### src/rtl/gb_loader_pkg.sv
// Shared constants and state types for the UART ROM loader.
// GB_UART_LOADER_ACK_EN adds the TX_RESP parser state.
package gb_loader_pkg;

    localparam logic [7:0] SYNC_BYTE = 8'hA5;
    localparam logic [7:0] CMD_WRITE = 8'h01;
    localparam logic [7:0] CMD_END   = 8'h02;
    localparam logic [7:0] RESP_ACK  = 8'h06;
    localparam logic [7:0] RESP_NAK  = 8'h15;

    typedef enum logic [2:0] {
        StIdle,
        StCmd,
        StAddr,
        StLen,
        StData,
        StCsum
`ifdef GB_UART_LOADER_ACK_EN
        , StTxResp
`endif
    } parser_state_e;

    typedef enum logic [1:0] {
        RxIdle,
        RxStart,
        RxData,
        RxStop
    } rx_state_e;

endpackage

### src/rtl/gb_uart_rx.sv
// 8N1 UART receiver: 2-FF synchroniser, mid-bit sampling, byte_valid / ferr pulses.
module gb_uart_rx
    import gb_loader_pkg::*;
#(
    parameter int unsigned CLKS_PER_BIT = 434
) (
    input  logic       clock,
    input  logic       rst,
    input  logic       rx_i,
    output logic       byte_valid_o,
    output logic [7:0] byte_o,
    output logic       ferr_o
);

    localparam int unsigned CntW = $clog2(CLKS_PER_BIT);
    localparam logic [CntW-1:0] HalfEnd = CntW'(CLKS_PER_BIT / 2 - 1);
    localparam logic [CntW-1:0] BitEnd  = CntW'(CLKS_PER_BIT - 1);

    logic [1:0]      sync_q;
    logic            prev_q, prev_d;
    rx_state_e       st_q, st_d;
    logic [CntW-1:0] cnt_q, cnt_d;
    logic [2:0]      bit_q, bit_d;
    logic [7:0]      shift_q, shift_d;
    logic            valid_q, valid_d;
    logic            ferr_q, ferr_d;
    logic            rx_s;

    assign rx_s = sync_q[1];

    // State and datapath registers; line idles high out of reset.
    always_ff @(posedge clock) begin
        if (rst) begin
            sync_q  <= 2'b11;
            prev_q  <= 1'b1;
            st_q    <= RxIdle;
            cnt_q   <= '0;
            bit_q   <= '0;
            shift_q <= '0;
            valid_q <= 1'b0;
            ferr_q  <= 1'b0;
        end else begin
            sync_q  <= {sync_q[0], rx_i};
            prev_q  <= prev_d;
            st_q    <= st_d;
            cnt_q   <= cnt_d;
            bit_q   <= bit_d;
            shift_q <= shift_d;
            valid_q <= valid_d;
            ferr_q  <= ferr_d;
        end
    end

    // Bit timing: half a bit to the start-bit centre, then one bit per sample.
    always_comb begin
        st_d    = st_q;
        cnt_d   = cnt_q;
        bit_d   = bit_q;
        shift_d = shift_q;
        valid_d = 1'b0;
        ferr_d  = 1'b0;
        prev_d  = rx_s;
        case (st_q)
            RxIdle: begin
                cnt_d = '0;
                if (prev_q && !rx_s) st_d = RxStart;
            end
            RxStart: begin
                if (cnt_q == HalfEnd) begin
                    cnt_d = '0;
                    bit_d = '0;
                    st_d  = rx_s ? RxIdle : RxData;
                end else begin
                    cnt_d = cnt_q + CntW'(1);
                end
            end
            RxData: begin
                if (cnt_q == BitEnd) begin
                    cnt_d   = '0;
                    shift_d = {rx_s, shift_q[7:1]};
                    bit_d   = bit_q + 3'd1;
                    if (bit_q == 3'd7) st_d = RxStop;
                end else begin
                    cnt_d = cnt_q + CntW'(1);
                end
            end
            RxStop: begin
                if (cnt_q == BitEnd) begin
                    cnt_d = '0;
                    st_d  = RxIdle;
                    if (rx_s) valid_d = 1'b1;
                    else      ferr_d  = 1'b1;
                end else begin
                    cnt_d = cnt_q + CntW'(1);
                end
            end
            default: st_d = RxIdle;
        endcase
    end

    assign byte_valid_o = valid_q;
    assign byte_o       = shift_q;
    assign ferr_o       = ferr_q;

endmodule

### src/rtl/gb_uart_loader.sv
// Serial ROM loader: parses sync/cmd/body/csum packets into byte writes for the
// memory controller load port. GB_UART_LOADER_ACK_EN adds an ACK/NAK transmitter.
module gb_uart_loader
    import gb_loader_pkg::*;
#(
    parameter int unsigned CLKS_PER_BIT = 434,
    parameter int unsigned TIMEOUT_CLKS = 5000000
) (
    input  logic        clock,
    input  logic        rst,
    input  logic        rx,
    output logic        tx,
    output logic [27:0] uart_addr,
    output logic [7:0]  uart_data,
    output logic        uart_we,
    output logic        uart_load,
    output logic        load_err,
    output logic [15:0] pkt_count
);

    localparam int unsigned TmW = $clog2(TIMEOUT_CLKS);
    localparam logic [TmW-1:0] TmEnd = TmW'(TIMEOUT_CLKS - 1);

    logic       bv;
    logic [7:0] rx_byte;
    logic       ferr;

    gb_uart_rx #(
        .CLKS_PER_BIT(CLKS_PER_BIT)
    ) u_rx (
        .clock       (clock),
        .rst         (rst),
        .rx_i        (rx),
        .byte_valid_o(bv),
        .byte_o      (rx_byte),
        .ferr_o      (ferr)
    );

    parser_state_e  state_q, state_d;
    logic [1:0]     idx_q, idx_d;
    logic [19:0]    addr_sh_q, addr_sh_d;
    logic [15:0]    len_q, len_d;
    logic [7:0]     cmd_q, cmd_d;
    logic [7:0]     xor_q, xor_d;
    logic [27:0]    addr_q, addr_d;
    logic [7:0]     data_q, data_d;
    logic           we_q, we_d;
    logic           load_q, load_d;
    logic           err_q, err_d;
    logic [15:0]    pkt_q, pkt_d;
    logic [TmW-1:0] timer_q, timer_d;
    logic           in_pkt;
    logic           abort;
`ifdef GB_UART_LOADER_ACK_EN
    logic [7:0]     resp_q, resp_d;
`endif

    // Parser state and output registers.
    always_ff @(posedge clock) begin
        if (rst) begin
            state_q   <= StIdle;
            idx_q     <= '0;
            addr_sh_q <= '0;
            len_q     <= '0;
            cmd_q     <= '0;
            xor_q     <= '0;
            addr_q    <= '0;
            data_q    <= '0;
            we_q      <= 1'b0;
            load_q    <= 1'b0;
            err_q     <= 1'b0;
            pkt_q     <= '0;
            timer_q   <= '0;
`ifdef GB_UART_LOADER_ACK_EN
            resp_q    <= RESP_ACK;
`endif
        end else begin
            state_q   <= state_d;
            idx_q     <= idx_d;
            addr_sh_q <= addr_sh_d;
            len_q     <= len_d;
            cmd_q     <= cmd_d;
            xor_q     <= xor_d;
            addr_q    <= addr_d;
            data_q    <= data_d;
            we_q      <= we_d;
            load_q    <= load_d;
            err_q     <= err_d;
            pkt_q     <= pkt_d;
            timer_q   <= timer_d;
`ifdef GB_UART_LOADER_ACK_EN
            resp_q    <= resp_d;
`endif
        end
    end

`ifdef GB_UART_LOADER_ACK_EN
    assign in_pkt = (state_q != StIdle) && (state_q != StTxResp);
`else
    assign in_pkt = (state_q != StIdle);
`endif

    // Next-state: timeout/framing aborts, packet decode, write strobe, address walk.
    always_comb begin
        state_d   = state_q;
        idx_d     = idx_q;
        addr_sh_d = addr_sh_q;
        len_d     = len_q;
        cmd_d     = cmd_q;
        xor_d     = xor_q;
        addr_d    = addr_q;
        data_d    = data_q;
        we_d      = 1'b0;
        load_d    = load_q;
        err_d     = err_q;
        pkt_d     = pkt_q;
        timer_d   = timer_q;
        abort     = 1'b0;
`ifdef GB_UART_LOADER_ACK_EN
        resp_d    = resp_q;
`endif

        // Address advances the cycle after each strobe, wrapping at 2^28.
        if (we_q) addr_d = addr_q + 28'd1;

        // An arriving byte beats an expiring timer and reloads it.
        if (!in_pkt || bv) begin
            timer_d = '0;
        end else if (timer_q == TmEnd) begin
            timer_d = '0;
            abort   = 1'b1;
        end else begin
            timer_d = timer_q + TmW'(1);
        end
        if (in_pkt && ferr) abort = 1'b1;

        case (state_q)
            StIdle: begin
                if (bv && rx_byte == SYNC_BYTE) begin
                    state_d = StCmd;
                    err_d   = 1'b0;
                    xor_d   = '0;
                end
            end
            StCmd: begin
                if (bv) begin
                    cmd_d = rx_byte;
                    xor_d = xor_q ^ rx_byte;
                    if (rx_byte == CMD_WRITE) begin
                        load_d  = 1'b1;
                        idx_d   = '0;
                        state_d = StAddr;
                    end else if (rx_byte == CMD_END) begin
                        state_d = StCsum;
                    end else begin
                        err_d   = 1'b1;
                        state_d = StIdle;
                    end
                end
            end
            StAddr: begin
                if (bv) begin
                    xor_d = xor_q ^ rx_byte;
                    idx_d = idx_q + 2'd1;
                    if (idx_q == 2'd3) begin
                        // Shift register keeps only the bits that survive into [27:0].
                        addr_d  = {addr_sh_q, rx_byte};
                        idx_d   = '0;
                        state_d = StLen;
                    end else begin
                        addr_sh_d = {addr_sh_q[11:0], rx_byte};
                    end
                end
            end
            StLen: begin
                if (bv) begin
                    xor_d = xor_q ^ rx_byte;
                    if (idx_q == 2'd0) begin
                        len_d = {8'h00, rx_byte};
                        idx_d = 2'd1;
                    end else begin
                        len_d   = {len_q[7:0], rx_byte};
                        idx_d   = '0;
                        state_d = ({len_q[7:0], rx_byte} == 16'd0) ? StCsum : StData;
                    end
                end
            end
            StData: begin
                if (bv) begin
                    xor_d  = xor_q ^ rx_byte;
                    we_d   = load_q;
                    data_d = rx_byte;
                    len_d  = len_q - 16'd1;
                    if (len_q == 16'd1) state_d = StCsum;
                end
            end
            StCsum: begin
                if (bv) begin
                    if (rx_byte == xor_q) begin
                        pkt_d = pkt_q + 16'd1;
                        if (cmd_q == CMD_END) load_d = 1'b0;
                    end else begin
                        err_d = 1'b1;
                    end
`ifdef GB_UART_LOADER_ACK_EN
                    resp_d  = (rx_byte == xor_q) ? RESP_ACK : RESP_NAK;
                    state_d = StTxResp;
`else
                    state_d = StIdle;
`endif
                end
            end
`ifdef GB_UART_LOADER_ACK_EN
            StTxResp: begin
                // Response is queued this cycle; a sync byte landing here still counts.
                state_d = StIdle;
                if (bv && rx_byte == SYNC_BYTE) begin
                    state_d = StCmd;
                    err_d   = 1'b0;
                    xor_d   = '0;
                end
            end
`endif
            default: state_d = StIdle;
        endcase

        if (abort) begin
            err_d = 1'b1;
`ifdef GB_UART_LOADER_ACK_EN
            resp_d  = RESP_NAK;
            state_d = StTxResp;
`else
            state_d = StIdle;
`endif
        end
    end

`ifdef GB_UART_LOADER_ACK_EN
    localparam int unsigned TxCntW = $clog2(CLKS_PER_BIT);
    localparam logic [TxCntW-1:0] TxBitEnd = TxCntW'(CLKS_PER_BIT - 1);

    logic              pend_v_q;
    logic [7:0]        pend_byte_q;
    logic              tx_busy_q;
    logic [9:0]        tx_shift_q;
    logic [TxCntW-1:0] tx_cnt_q;
    logic [3:0]        tx_bits_q;

    // 8N1 transmitter with a single pending slot; a newer response overwrites it.
    always_ff @(posedge clock) begin
        if (rst) begin
            pend_v_q    <= 1'b0;
            pend_byte_q <= '0;
            tx_busy_q   <= 1'b0;
            tx_shift_q  <= '1;
            tx_cnt_q    <= '0;
            tx_bits_q   <= '0;
        end else begin
            if (tx_busy_q) begin
                if (tx_cnt_q == TxBitEnd) begin
                    tx_cnt_q   <= '0;
                    tx_shift_q <= {1'b1, tx_shift_q[9:1]};
                    tx_bits_q  <= tx_bits_q - 4'd1;
                    if (tx_bits_q == 4'd1) tx_busy_q <= 1'b0;
                end else begin
                    tx_cnt_q <= tx_cnt_q + TxCntW'(1);
                end
            end else if (pend_v_q) begin
                tx_shift_q <= {1'b1, pend_byte_q, 1'b0};
                tx_busy_q  <= 1'b1;
                tx_bits_q  <= 4'd10;
                tx_cnt_q   <= '0;
                pend_v_q   <= 1'b0;
            end
            if (state_q == StTxResp) begin
                pend_v_q    <= 1'b1;
                pend_byte_q <= resp_q;
            end
        end
    end

    assign tx = tx_busy_q ? tx_shift_q[0] : 1'b1;
`else
    assign tx = 1'b1;
`endif

    assign uart_addr = addr_q;
    assign uart_data = data_q;
    assign uart_we   = we_q;
    assign uart_load = load_q;
    assign load_err  = err_q;
    assign pkt_count = pkt_q;

endmodule

### config.mk
export PLATFORM = sky130hd
export DESIGN_NAME = gb_uart_loader
export DESIGN_NICKNAME = d
export VERILOG_FILES = /design/src/rtl/gb_loader_pkg.sv /design/src/rtl/gb_uart_rx.sv /design/src/rtl/gb_uart_loader.sv
export SDC_FILE = /design/constraint.sdc
export NUM_CORES = 1
export LEC_CHECK = 0
export ABC_AREA = 1
export ABC_CLOCK_PERIOD_IN_PS = 3900
export CORE_MARGIN = 2
export CORE_UTILIZATION = 50
export CTS_CLUSTER_DIAMETER = 200
export CTS_CLUSTER_SIZE = 25
export DETAILED_ROUTE_END_ITERATION = 16
export PLACE_DENSITY = 0.8
export SLEW_MARGIN = 5
export SYNTH_ARGS = -nofsm -noshare
export SYNTH_HDL_FRONTEND = slang
export SYNTH_SLANG_ARGS = --single-unit
export TNS_END_PERCENT = 20
### constraint.sdc
create_clock -name clock -period 3.9 [get_ports clock]
set_input_delay 1.17 -clock clock [delete_from_list [all_inputs] [get_ports clock]]
set_output_delay 1.17 -clock clock [all_outputs]
set_load 0.01 [all_outputs]
== After elaboration in Yosys (flattened, before gate mapping) ==
Cells that the tools add are included.

* Reduce and logical (&&, ||, !) cells: 36
* Equality and inequality tests: 43
* Add/sub/neg operators: 7
* Bitwise operators: 6
* Multiplexer cells: 63

{| class="wikitable"
|+ Operator list
! operator !! count
|-
| 28-bit 2-to-1 mux || 4
|-
| 16-bit 2-to-1 mux || 3
|-
| 3-bit 2-to-1 mux || 13
|-
| 16-bit one-hot mux with 2 select lines || 1
|-
| 28-bit by 1-bit adder with 28-bit output, second input constant || 1
|-
| 9-bit one-hot mux with 3 select lines || 1
|-
| 23-bit by 1-bit adder with 23-bit output, second input constant || 1
|-
| 23-bit == test, second input constant || 1
|-
| 2-bit 2-to-1 mux || 11
|-
| 2-bit by 1-bit != test with 1-bit output, second input constant || 11
|-
| 1-bit 2-to-1 mux || 19
|-
| 9-bit 2-to-1 mux || 2
|-
| 3-bit one-hot mux with 6 select lines || 1
|-
| 16-bit by 1-bit adder with 16-bit output, second input constant || 1
|-
| 16-bit by 1-bit == test with 1-bit output, second input constant || 1
|-
| 8-bit by 2-bit == test with 1-bit output, second input constant || 2
|-
| 16-bit zero test || 1
|-
| 8-bit 2-to-1 mux || 2
|-
| 8-bit one-hot mux with 2 select lines || 1
|-
| 16-bit by 1-bit subtractor with 16-bit output, second input constant || 1
|-
| 3-bit AND reduction || 5
|-
| 2-bit != test, second input constant || 7
|-
| 3-bit != test, second input constant || 4
|-
| 5-bit AND reduction || 2
|-
| 36 further kinds || 59
|}

* Register bits: 162
* Bits of input ports: 3

== Logic depth before layout (Yosys ltp) ==
Gate-level depths: netlist of run 1.

* Word-level depth: 7
* Gate-level depth with buffers: 12

== Cells and area by module ==
From an unflattened synthesis of run 1, not the netlist that was laid out.

* Cells, all modules: 1187
* Area total of the unflattened synthesis: 8186.6 µm²

{| class="wikitable"
|+ Modules (own cells, without submodules)
! module !! cells an instance !! times used !! sequential area each (µm²) !! area each (µm²)
|-
| gb_uart_loader || 1026 || 1 || 2702.6 || 6986.7
|-
| gb_uart_rx || 161 || 1 || 540.5 || 1199.9
|}

== Least setup slack after synthesis of run 1 ==
No wires, ideal clock.

* Kind: input-to-reg
* Start: input port rst
* End: register addr_q[7] (netlist: uart_addr[7])
* Cell stages on the path: 6
* Arrival time: 2.064 ns
* Slack: 1.778 ns
* Path buffers: 3
* Library setup time: 0.058 ns
* Cell sequence: clkbuf_1 -> inv_1 -> clkbuf_1 -> buf_2 -> o221ai_1 -> inv_1

{| class="wikitable"
|+ RTL lines
! element !! line !! source
|-
| start: declaration || gb_uart_loader.sv:10 || <nowiki>input logic rst,</nowiki>
|-
| end signal: assignment || gb_uart_loader.sv:84 || <nowiki>addr_q <= addr_d;</nowiki>
|-
| end: declaration || gb_uart_loader.sv:45 || <nowiki>logic [27:0] addr_q, addr_d;</nowiki>
|}

No word-level cell between the ends.

== Final worst setup path of run 1 ==
* Start: register addr_q[17] (netlist: uart_addr[17])
* End: output port uart_addr[17]

{| class="wikitable"
|+ RTL lines
! element !! line !! source
|-
| end: declaration || gb_uart_loader.sv:13 || <nowiki>output logic [27:0] uart_addr,</nowiki>
|}

No word-level cell between the ends.

==> flow_summary_export.csv, run 1 <==
group,metric,value,unit
sta,setup_tns,0,ns
pwr,ir_drop,0.327,mV
route,num_vias,7667,
synthesis,synth_nets,1204,
floorplanning,die_h,133,microns
finish,nNetsFinal,1246,
synthesis,synth_seq_cells,162,
place,routabilityCongestion,0.902,
sta,setup_viol,0,
place,hpwl,13300,microns
cts,cts-resized-gates,0,
sta,rsz0062_at_grt,"false",
cts,cts_sinks,162,
cts,cts_setup_buffers,0,
synthesis,post-synth-top-area-fraction,39.2,%
route,drt-vias-per-instance,5.25,
pwr,power_density,357,nW/um^2
pwr,p_leak,3.66,nW
cts,clk_path_buf_depth,2,
sta,fin_hold_ws,0.416,ns
global_routing,gr-total-overflow,0,
floorplanning,fp.coreArea,16300,sq um
synthesis,synth_common_cells,"209 x nand2_1, 162 x dfxtp_1, 158 x inv_1",
sta,fmax,0.375,GHz
place,port_buffers,57,
worst_hold_path,hold_path_class,"register to register",
sta,post-route-min-period,2.67,ns
synthesis,synth_area,8270,sq um
synthesis,yosysWarnings,0,
route,wire_per_inst,13.1,microns
synthesis,ys_types,47,
worst_setup_path,cp_cell_sequence,"clkdlybuf4s50_1",
global_routing,grt_pass1_wl,32400,microns
finish,drive_above_1_share,5.97,%
global_routing,grt_pass1_vias,6906,
route,firstDrtPassIters,5,
status,status,"complete, no violations",
synthesis,yosysMostFrequentCell,"nand2_1",
global_routing,antenna_found_initial,0,
sta,slew_violations,0,
worst_setup_path,crit_type,"register to output pin",
synthesis,netlist_top_cells_area,"dfxtp_1 39%, nand2_1 9.5%, inv_1 7.2%, a21oi_1 6.7%, nor2_1 5.9%",
synthesis,synth.yosys.seq_area_share,39.2,%
sta,clock-skew-final,0.00932,ns
worst_setup_path,required,2.73,ns
sta,hold_viol_final,0,
synthesis,synth_edf_count,0,
floorplanning,row_count,47,
floorplanning,die_w,133,microns
cts,cts-root-buf,"clkbuf_16",
worst_setup_path,cp_max_fo,6,
sta,period_share,68.4,%
cts,cts_made_buffers,17,
worst_setup_path,critPathTopFamily,"buffers and inverters",
global_routing,grt_util_all_layers,22.1,%
synthesis,synth_largest_area_cell,"dfxtp_1",
finish,area_delta_synth_final,14.9,%
route,ant_nets,0,
synthesis,syn_avg_cell_area,6.98,sq um
synthesis,synth_ff_type,"dfxtp_1",
worst_setup_path,cp_slowest_stage_delay,0.60,ns
route,first_iter_violations,594,
worst_setup_path,path_buf_inv,1,
cts,ctsHoldBuffers,0,
global_routing,grt_max_degree,80,
cts,path_clk_slew,0.06,ns
job,cap_violations,0,
worst_setup_path,end_kind,"output pin",
sta,max-slew-margin-rel,51.0,%
route,totalWireLength,19100,microns
floorplanning,start_util,50.6,%
worst_setup_path,crit_path_start_kind,"register",
cts,cts_htree_levels,4,
finish,insertedDiodeCount,0,
worst_setup_path,cp_data_arrival_time,1.50,ns
sta,tightest_slew,0.732,ns
worst_setup_path,crit_slowest_cell,"clkdlybuf4s50_1",
cts,cts_tree,"done",
synthesis,synthCells,1184,
route,route.detailed.drc,0,
synthesis,synthArstFlopShare,0,%
floorplanning,dieArea,17600,sq um
floorplanning,top_level_ports,59,
cts,insertion_delay,0.43,ns
finish,fillers,1586,
-- worst register-to-register path, cell delays in order, from the launching register on --
cell	delay, ns
dfxtp_1	0.79
inv_1	0.32
nor3_2	0.25
buf_4	0.28
inv_2	0.28
o21ai_0	0.27
inv_1	0.08
nand2_1	0.07
inv_1	0.03
-- cells by family (layout without fill, tap and decap cells) --
group	after synthesis	after routing	share of synthesized area, %
compound gates	244	244	16.1
buf+inv	205	260	9.99
flops	162	162	39.2
xor+xnor	45	45	4.77
other cells	1	1	0.0454
simple gates	510	510	27.3
fa+ha+maj	17	17	2.57
-- stage by stage --
stage          instances  power (W)  worst slack, ns  utilization (%)  area, sq um
2_1_floorplan       1184    0.00183             1.78                -         8270
3_3_place_gp        1427    0.00186             1.39             54.7         8950
3_5_place_dp        1427    0.00186             1.32             54.7         8950
4_1_cts             1459    0.00342             1.23             58.1         9500
5_1_grt             1459    0.00352             1.17             58.1         9500
6_report            1459    0.00339             1.23             58.1         9500
-- layout make-up --
type	count	area (sq um)	area share (%)
Clock buffer	19	443	4.66
Clock inverter	13	111	1.17
Inverter	165	619	6.52
Multi-Input combinational cell	817	4200	44.2
Sequential cell	162	3240	34.1
Tap cell	220	275	2.90
Timing Repair Buffer	63	611	6.43
-- cells in the final DEF (no fill, tap or decap), types with 8 or more instances in the layout --
master           instances
a211oi_1                 8
a21oi_1                110
a31oi_1                  9
clkbuf_16               17
clkdlybuf4s50_1         56
dfxtp_1                162
ha_1                    17
inv_1                  157
inv_2                    8
nand2_1                209
nand3_1                 71
nand4_1                 19
nor2_1                 130
nor3_1                  41
o21ai_0                 93
xnor2_1                 19
xor2_1                  26
-- final timing paths --
kind	startpoint	end	slack, ns	depth (start not counted)
worst max-delay path	uart_addr[17]	uart_addr[17]	1.23	1
worst min-delay path	u_rx.sync_q[0]	u_rx.sync_q[1]	0.42	1
worst max register to register	u_rx.byte_valid_o	uart_addr[23]	1.44	8
worst min register to register	u_rx.sync_q[0]	u_rx.sync_q[1]	0.42	1
-- metal layers --
metal	share of wire, %	GRT usage [%]
met5	0	0
met4	2.0	6.45
met3	5.9	4.48
met2	45	35.2
met1	47	30.5
-- registers in the layout, summed over array words and instances, names as in the netlist, 2 cells and up, named ones only --
name / flops
xor_q: 8
pkt_count: 16
state_q: 3
cmd_q: 8
idx_q: 2
u_rx.byte_o: 8
timer_q: 23
addr_sh_q: 20
u_rx.bit_q: 3
uart_addr: 28
u_rx.sync_q: 2
len_q: 16
uart_data: 8
u_rx.cnt_q: 9
-- where the power goes --
part           leakage, nW  internal [W]  switching, W
logic                 2.09     0.0000495     0.0000943
registers             1.31       0.00167     0.0000149
clock network        0.265      0.000892      0.000674
total                 3.66       0.00261      0.000783
Power figures use the tool's default switching activity.
==> inputs of run 2 (changes only) <==
--- a/config.mk
+++ b/config.mk
@@ -6,13 +6,13 @@
 export NUM_CORES = 1
 export LEC_CHECK = 0
 export ABC_AREA = 1
-export ABC_CLOCK_PERIOD_IN_PS = 3900
+export ABC_CLOCK_PERIOD_IN_PS = 2170
 export CORE_MARGIN = 2
 export CORE_UTILIZATION = 50
 export CTS_CLUSTER_DIAMETER = 200
 export CTS_CLUSTER_SIZE = 25
 export DETAILED_ROUTE_END_ITERATION = 16
-export PLACE_DENSITY = 0.8
+export PLACE_DENSITY = 0.82
 export SLEW_MARGIN = 5
 export SYNTH_ARGS = -nofsm -noshare
 export SYNTH_HDL_FRONTEND = slang
==> constraint.sdc (replaced) <==
create_clock -name clock -period 2.17 [get_ports clock]
set_input_delay 0.651 -clock clock [delete_from_list [all_inputs] [get_ports clock]]
set_output_delay 0.651 -clock clock [all_outputs]
set_load 0.01 [all_outputs]
==> run 2 against run 1 <==
Final cell count rose by 1.4%. Largest cell class unchanged. Critical path depth stayed put. Non-clock buffer count is 20 higher. Critical path type unchanged.
==> flow_summary_export.csv, run 2 (same netlist as run 1, synthesis figures left out) <==
group,metric,value,unit
status,status,"complete, no violations",
worst_setup_path,end_kind,"output pin",
place,port_buffers,57,
pwr,p_total,0.00613,W
worst_hold_path,min_path_cells,1,
route,totalWireLength,20000,microns
cts,clk_path_buf_depth,2,
cts,insertion_delay,0.43,ns
sta,post-route-min-period,2.10,ns
cts,cts_htree_levels,4,
pwr,pwr-share-comb,4.3,%
worst_setup_path,cp_max_fo,5,
cts,ctsHoldBuffers,0,
sta,max-slew-margin-rel,58.7,%
worst_hold_path,hold_path_class,"register to register",
cts,cts_tree,"done",
cts,cts_sinks,162,
global_routing,grt_util_all_layers,22.8,%
pwr,cellInternalPower,0.00466,W
floorplanning,fp.coreArea,16300,sq um
finish,drive_above_1_share,7.94,%
worst_setup_path,reg2reg_depth,9,
floorplanning,die_h,133,microns
route,ant_nets,0,
finish,final_common_cell,"nand2_1",
worst_hold_path,hold_start,"u_rx.sync_q[0]",
finish,area_delta_synth_final,17.1,%
floorplanning,row_count,47,
pwr,power_density,633,nW/um^2
place,routabilityCongestion,0.896,
worst_setup_path,cp_slowest_stage_delay,0.58,ns
finish,insertedDiodeCount,0,
worst_setup_path,critPathTopFamily,"buffers and inverters",
job,cap_violations,0,
worst_setup_path,path_buf_inv,1,
sta,fin_hold_ws,0.411,ns
finish,final_cell_mix,"209 x nand2_1, 157 x inv_1, 157 x dfxtp_1",
cts,path_clk_slew,0.07,ns
sta,fmax,0.477,GHz
route,wire_per_inst,13.5,microns
route,num_vias,7804,
sta,clock-skew-final,0.0109,ns
worst_setup_path,r2r-end,"uart_addr[22]",
worst_setup_path,crit_type,"register to output pin",
pwr,clockPowerShare,46.4,%
worst_setup_path,cp_data_arrival_time,1.45,ns
route,firstDrtPassIters,5,
sta,slew_violations,0,
finish,nNetsFinal,1266,
worst_setup_path,r2r_start,"state_q[2]",
sta,hold_viol_final,0,
pwr,p_leak,3.77,nW
worst_setup_path,crit_path_start_kind,"register",
global_routing,antenna_found_initial,0,
pwr,swShare,24.0,%
route,route.detailed.drc,0,
global_routing,gr-total-overflow,0,
sta,setup_viol,0,
floorplanning,dieArea,17600,sq um
sta,period_share,96.7,%
worst_setup_path,cp_cell_sequence,"clkdlybuf4s50_1",
worst_setup_path,regToRegSetupSlack,0.19,ns
global_routing,grt_pass1_wl,33200,microns
floorplanning,start_util,50.6,%
global_routing,grt_pass1_vias,7066,
pwr,p_switching,0.00147,W
worst_hold_path,min_to,"u_rx.sync_q[1]",
worst_setup_path,crit_slowest_cell,"clkdlybuf4s50_1",
global_routing,grt_max_degree,57,
cts,cts_setup_buffers,0,
floorplanning,top_level_ports,59,
route,drt-vias-per-instance,5.28,
pwr,seqPwrFrac,49.3,%
finish,largest_reg_flops,28,
worst_setup_path,required,1.52,ns
sta,tightest_slew,0.617,ns
route,first_iter_violations,525,
pwr,ir_drop,0.653,mV
place,hpwl,14400,microns
floorplanning,die_w,133,microns
cts,cts_made_buffers,17,
sta,rsz0062_at_grt,"false",
sta,setup_tns,0,ns
cts,cts-root-buf,"clkbuf_16",
==> run 2: layout make-up <==
type                            instances  area, sq um
Inverter                              165          619
Fill cell                            1537         6670
Tap cell                              220          275
Multi-Input combinational cell        817         4200
Clock inverter                         12          100
Clock buffer                           20          467
Timing Repair Buffer                   83          773
Sequential cell                       162         3250
==> run 2: what timing repair did <==
action                                  in CTS  in global routing
gates cloned                                 0                  0
gates resized for setup                      1                  4
endpoints found under the setup margin       1                  4
==> run 2: through the flow <==
| stage | util [%] | setup WS [ns] | cells | area, sq um |
|---|---|---|---|---|
| global placement | 55.7 | 0.364 | 1447 | 9110 |
| detailed placement | 55.7 | 0.247 | 1447 | 9110 |
| floorplan | - | 0.505 | 1184 | 8270 |
| global route | 59.2 | 0.0144 | 1479 | 9680 |
| CTS | 59.2 | 0.0121 | 1479 | 9680 |
| finish | 59.2 | 0.0714 | 1479 | 9680 |
==> run 2: power by group through the flow <==
stage	sequential, W	clock, W	combinational, W
after global routing	0.00302	0.00301	0.000305
after detailed placement	0.00309	0	0.000260
after global placement	0.00309	0	0.000254
after floorplan	0.00308	0	0.000207
after CTS	0.00302	0.00288	0.000266
final	0.00302	0.00284	0.000264
==> run 2: worst max path at each step <==
stage / startpoint / end / slack (ns) / cells after the start
after floorplan: uart_addr[1] / uart_addr[24] / 0.50 / 10
after global placement: uart_addr[1] / uart_addr[24] / 0.36 / 10
after detailed placement: state_q[2] / uart_addr[22] / 0.25 / 9
after CTS: pkt_count[0] / pkt_count[0] / 0.01 / 1
after global routing: pkt_count[9] / pkt_count[9] / 0.01 / 1
final: pkt_count[9] / pkt_count[9] / 0.07 / 1
==> run 2: per-layer routing <==
layer  wire length, microns  GRT usage [%]  vias up
met3                   1120           3.91       41
met1                   9420           31.7     3540
met4                    537           9.44        0
li1                       -              -     3980
met2                   8880           35.1      243
met5                      0              0        -
